File: config.mk
export PLATFORM = sky130hd
export DESIGN_NAME = arima_sample_server
export DESIGN_NICKNAME = d
export VERILOG_FILES = /design/src/rtl/arima_sample_server.sv
export SDC_FILE = /design/constraint.sdc
export NUM_CORES = 2
export LEC_CHECK = 0
export BUFFER_PORTS_ARGS = -buffer_cell sky130_fd_sc_hd__buf_4
export CORE_ASPECT_RATIO = 0.75
export CORE_MARGIN = 3
export CORE_UTILIZATION = 35
export DETAILED_ROUTE_END_ITERATION = 8
export GPL_TIMING_DRIVEN = 0
export PLACE_DENSITY_LB_ADDON = 0.1
export SYNTH_ARGS = -nofsm -noshare
export SYNTH_HDL_FRONTEND = slang
export SYNTH_SLANG_ARGS = --single-unit
File: constraint.sdc
create_clock -name clk -period 10 [get_ports clk]
set_input_delay 0.5 -clock clk [delete_from_list [all_inputs] [get_ports clk]]
set_output_delay 0.5 -clock clk [all_outputs]
set_load 0.005 [all_outputs]
File: src/rtl/arima_sample_server.sv
// Memory-side responder for the ARIMA core: circular sample buffer with absolute indexing plus a result FIFO.
// Optional per-event statistics counters are enabled by defining ARIMA_SAMPLE_SERVER_STATS_EN.
module arima_sample_server #(
  parameter int N      = 32,
  parameter int DEPTH  = 64,
  parameter int HIST   = 10,
  parameter int RDEPTH = 8
) (
  input  logic          clk,
  input  logic          reset_n,
  input  logic          s_valid,
  output logic          s_ready,
  input  logic [N-1:0]  s_data,
  input  logic [31:0]   address_r,
  input  logic          rden,
  output logic [N-1:0]  dout,
  output logic          data_ready,
  input  logic [31:0]   address_w,
  input  logic          wren,
  input  logic [N-1:0]  din,
  input  logic          label_in,
  output logic          r_valid,
  input  logic          r_ready,
  output logic [N-1:0]  r_data,
  output logic          r_label,
  output logic [31:0]   r_index,
  output logic          evict_err,
  output logic          res_ovf
`ifdef ARIMA_SAMPLE_SERVER_STATS_EN
  ,
  output logic [31:0]   stat_rd,
  output logic [31:0]   stat_wr,
  output logic [15:0]   stat_drop
`endif
);

  localparam int AW = $clog2(DEPTH);
  localparam int RW = $clog2(RDEPTH);
  localparam int CW = RW + 1;
  localparam int EW = N + 33;
  localparam logic [31:0] HIST_W  = 32'(HIST);
  localparam logic [31:0] DEPTH_W = 32'(DEPTH);

  // Both streams use valid/ready: a beat transfers on the rising edge where valid && ready;
  // valid must not depend on ready, and data is held stable while valid is high and ready low.

  logic [N-1:0]  sample_mem [DEPTH];
  logic [EW-1:0] res_mem    [RDEPTH];

  logic [31:0]   wr_cnt, wr_cnt_nxt;
  logic [31:0]   ret, ret_nxt;
  logic [31:0]   oldest, oldest_nxt;
  logic          push;

  logic [RW-1:0] rd_ptr, wr_ptr;
  logic [CW-1:0] count;
  logic          full, pop, res_push, res_drop;

  function automatic logic [31:0] floor_of(input logic [31:0] r);
    return (r > HIST_W) ? r - HIST_W : 32'd0;
  endfunction

  always_comb begin
    push       = s_valid && s_ready;
    wr_cnt_nxt = wr_cnt + {31'd0, push};
    ret_nxt    = ret;
    if (wren && ((address_w + 32'd1) > ret)) ret_nxt = address_w + 32'd1;
    oldest     = floor_of(ret);
    oldest_nxt = floor_of(ret_nxt);
  end

  assign data_ready = address_r < wr_cnt;

  // A pop in the same cycle frees the slot, so a write into a full FIFO still lands.
  assign full     = count == CW'(RDEPTH);
  assign r_valid  = count != '0;
  assign pop      = r_valid && r_ready;
  assign res_push = wren && (!full || pop);
  assign res_drop = wren && full && !pop;

  assign r_label = res_mem[rd_ptr][EW-1];
  assign r_data  = res_mem[rd_ptr][EW-2:32];
  assign r_index = res_mem[rd_ptr][31:0];

  always_ff @(posedge clk) begin
    if (push)     sample_mem[wr_cnt[AW-1:0]] <= s_data;
    if (res_push) res_mem[wr_ptr]            <= {label_in, din, address_w};
  end

  always_ff @(posedge clk or negedge reset_n) begin
    if (!reset_n) begin
      wr_cnt    <= '0;
      ret       <= '0;
      s_ready   <= 1'b0;
      dout      <= '0;
      evict_err <= 1'b0;
      res_ovf   <= 1'b0;
      rd_ptr    <= '0;
      wr_ptr    <= '0;
      count     <= '0;
    end else begin
      wr_cnt  <= wr_cnt_nxt;
      ret     <= ret_nxt;
      s_ready <= (wr_cnt_nxt - oldest_nxt) < DEPTH_W;
      // Memory is sampled before this edge's push lands, giving read-before-write.
      if (rden) begin
        if (address_r < oldest) begin
          dout      <= '0;
          evict_err <= 1'b1;
        end else if (address_r >= wr_cnt) begin
          dout <= '0;
        end else begin
          dout <= sample_mem[address_r[AW-1:0]];
        end
      end
      if (res_drop) res_ovf <= 1'b1;
      if (res_push) wr_ptr <= wr_ptr + RW'(1);
      if (pop)      rd_ptr <= rd_ptr + RW'(1);
      count <= count + CW'(res_push) - CW'(pop);
    end
  end

`ifdef ARIMA_SAMPLE_SERVER_STATS_EN
  always_ff @(posedge clk or negedge reset_n) begin
    if (!reset_n) begin
      stat_rd   <= '0;
      stat_wr   <= '0;
      stat_drop <= '0;
    end else begin
      if (rden)     stat_rd <= stat_rd + 32'd1;
      if (res_push) stat_wr <= stat_wr + 32'd1;
      if (res_drop && (stat_drop != 16'hFFFF)) stat_drop <= stat_drop + 16'd1;
    end
  end
`endif

endmodule
==> flow_metrics.env <==
export IMPL_dieArea_um2=316700
export IMPL_yosys_area_top_type="edfxtp_1"
export IMPL_whs_ns=0.09417
export IMPL_cts_root_buf="clkbuf_16"
export IMPL_p_per_area_nw_per_um2=220.1
export IMPL_cts_setup_buffers=0
export IMPL_worstPathRequired_ns=10.75
export IMPL_critical_path_slowest_cell="nor4_2"
export IMPL_crit_type="in -> reg"
export IMPL_design_core_area_um2=307400
export IMPL_cts_tree="done"
export IMPL_synth_seq_cells=2677
export IMPL_ys_warn_count=0
export IMPL_p_leak_uw=0.04117
export IMPL_viasPerCell=5.493
export IMPL_drt_initial_drc_count=6672
export IMPL_path_buf_inv=6
export IMPL_worstPathArrival_ns=10.13
export IMPL_fin_nets=6189
export IMPL_synth_avg_cell_area_um2=20.85
export IMPL_cp_end_kind="flop"
export IMPL_synth_top_area_share_pct=71.09
export IMPL_drt_pass1_iterations=5
export IMPL_wl_per_cell_um=32.41
export IMPL_area_growth_pct=18.01
export IMPL_final_period_utilization_pct=93.81
export IMPL_fin_ws_ns=0.6188
export IMPL_fillers=27200
export IMPL_synth_area_leaders="edfxtp_1, mux4_2, dfrtp_1"
export IMPL_dieHeight_um=488.1
export IMPL_grt_pass1_wl_um=459100
export IMPL_overflow=0
export IMPL_clock_skew_ns=0.04982
export IMPL_tightest_slew_ns=1.565
export IMPL_vias=56220
export IMPL_drive_gt1_share_pct=28.28
export IMPL_start_util_pct=35.29
export IMPL_syn_area_um2=108500
export IMPL_slowest_delay_ns=0.60
export IMPL_die_w_um=648.8
export IMPL_clkTransAtPathRegs_ns=0.06
export IMPL_relSlewSlack_pct=-4.334
export IMPL_gp_congestion=0.8350
export IMPL_startpoint_type="primary input"
export IMPL_violations="max-capacitance violations, max-slew violations"
export IMPL_max_freq_ghz=0.1066
export IMPL_synthCells=5203
export IMPL_ios=237
export IMPL_portBuffers=235
export IMPL_max_vdd_ir_drop_mv=0.1246
export IMPL_setup_viol_count_final=0
export IMPL_slew_viol_final=10
export IMPL_antenna_left=0
export IMPL_num_rows=176
export IMPL_grt_usage_pct=20.77
export IMPL_status="complete, but fails checks"
export IMPL_antenna_found_initial=34
export IMPL_syn_nets=5477
export IMPL_drc=0
export IMPL_cts_sinks=2677
export IMPL_place_ws_ns=-1.672
export IMPL_critPathMaxFanout=19
export IMPL_synth_flop_cell="edfxtp_1"
export IMPL_clock_path_buffers=4
export IMPL_htree_levels=5
export IMPL_cts_buffers=287
export IMPL_grt_max_degree=75
export IMPL_dp_hpwl_um=223100
export IMPL_synth_seq_area_share_pct=73.60
export IMPL_async_flop_share_pct=4.072
export IMPL_critPathTopFamily="simple AND/OR/NAND/NOR gates"
export IMPL_min_period_ns=9.381
export IMPL_synth_edf_count=2568
export IMPL_insertion_delay_ns=0.85
export IMPL_wirelength_um=331600
export IMPL_rsz0062_at_grt="false"
export IMPL_maxCapViolCount=1
export IMPL_hold_viol_final=0
export IMPL_synth_cell_types=79
export IMPL_hold_class="in -> reg"
export IMPL_grt_pass1_vias=56340
## layout by cell type, fill, tap and decap left out, types with 67 or more instances in the layout
cell type / count
nand2_1: 150
ha_1: 138
edfxtp_1: 2568
mux2_2: 103
buf_4: 235
clkbuf_1: 214
clkbuf_16: 297
xnor2_1: 103
dfrtp_1: 109
nor2_1: 132
dlygate4sd3_1: 68
nor2_4: 70
inv_1: 105
buf_1: 67
mux4_2: 770
a21oi_1: 128
## synth_stat cells (all sizes together), types with 32 or more instances
cell type and instances:
edfxtp 2568, mux4 770, nor2 203, clkbuf 156, nand2 150, ha 138, a21oi 128, dfrtp 109
inv 105, mux2 103, xnor2 103, buf 78, o21ai 60, nand3 55, nor3 48, mux2i 47
nand4 46, a21o 44, o2bb2ai 32
## report_power, final
| group | internal, uW | switching [uW] | total, uW |
|---|---|---|---|
| Clock | 5860 | 4360 | 10200 |
| Combinational | 2170 | 2930 | 5100 |
| Sequential | 12700 | 168 | 12800 |
## path summary, 6_finish.rpt
path                                startpoint                   end  slack (ns)  depth (start not counted)
setup / recovery                  address_w[4]     s_ready$_DFF_PN0_        0.62                         36
hold / removal                   address_w[11]     ret[11]$_DFF_PN0_        0.09                          3
setup reg to reg             ret[31]$_DFF_PN0_     s_ready$_DFF_PN0_        1.66                         29
hold reg to reg            res_ovf$_DFFE_PN0P_   res_ovf$_DFFE_PN0P_        0.48                          1
max in group asynchronous              reset_n  dout[12]$_DFFE_PN0P_        8.93                          3
min in group asynchronous              reset_n     ret[25]$_DFF_PN0_        0.19                          2
## worst min-delay path, cell delays in order
cell and delay, ns:
buf_4 0.11, xnor2_1 0.17, a21oi_1 0.08
## metal layers
| layer | GRT usage, % | vias up | wire length, um |
|---|---|---|---|
| met1 | 31.88 | 30580 | 154800 |
| li1 | - | 23190 | - |
| met5 | 0 | - | 40 |
| met2 | 29.84 | 2024 | 143000 |
| met3 | 4.390 | 416 | 24840 |
| met4 | 5.494 | 8 | 8913 |
## stage by stage
step | utilization (%) | setup TNS, ns | power, uW | cells | area (um2)
floorplan | - | 0 | 16000 | 5203 | 108500
global route | 41.63 | 0 | 29340 | 10220 | 128000
global placement | 37.53 | -211.47 | 18140 | 9532 | 115400
detailed placement | 38.50 | -1.672 | 18200 | 9647 | 118300
finish | 41.64 | 0 | 28180 | 10230 | 128000
CTS | 41.59 | 0 | 28500 | 10210 | 127900
## state kept, by name, indices dropped and copies added, names as in the netlist
name        count
res_ovf         1
count           4
rd_ptr          3
wr_cnt         32
evict_err       1
wr_ptr          3
res_mem       520
sample_mem   2048
dout           32
ret            32
s_ready         1
## repair_timing
item                       in CTS  in global routing
cloned                          0                  0
setup endpoints to repair       1                  1
resized for setup               4                  6
hold endpoints to repair      557                  0
hold buffers                   68                  0
## logic make-up after synthesis
family | share of synthesized area [%]
buffers and inverters | 1.187
flip-flops | 73.60
AND/OR/NAND/NOR | 2.885
XOR/XNOR | 1.038
adder cells (fa/ha/maj) | 1.610
AO/OA/AOI/OAI | 2.187
multiplexers | 17.49
## final cells by class
type	count	area, um2	share of cell area [%]
Antenna cell	16	40.04	0.03128
Inverter	106	397.9	0.3108
Timing Repair Buffer	424	4981	3.891
Multi-Input combinational cell	2186	27910	21.80
Clock inverter	124	1008	0.7878
Tap cell	4094	5122	4.001
Buffer	233	905.9	0.7076
Sequential cell	2677	79840	62.37
Clock buffer	374	7811	6.102
(Power assumes the default switching activity.)
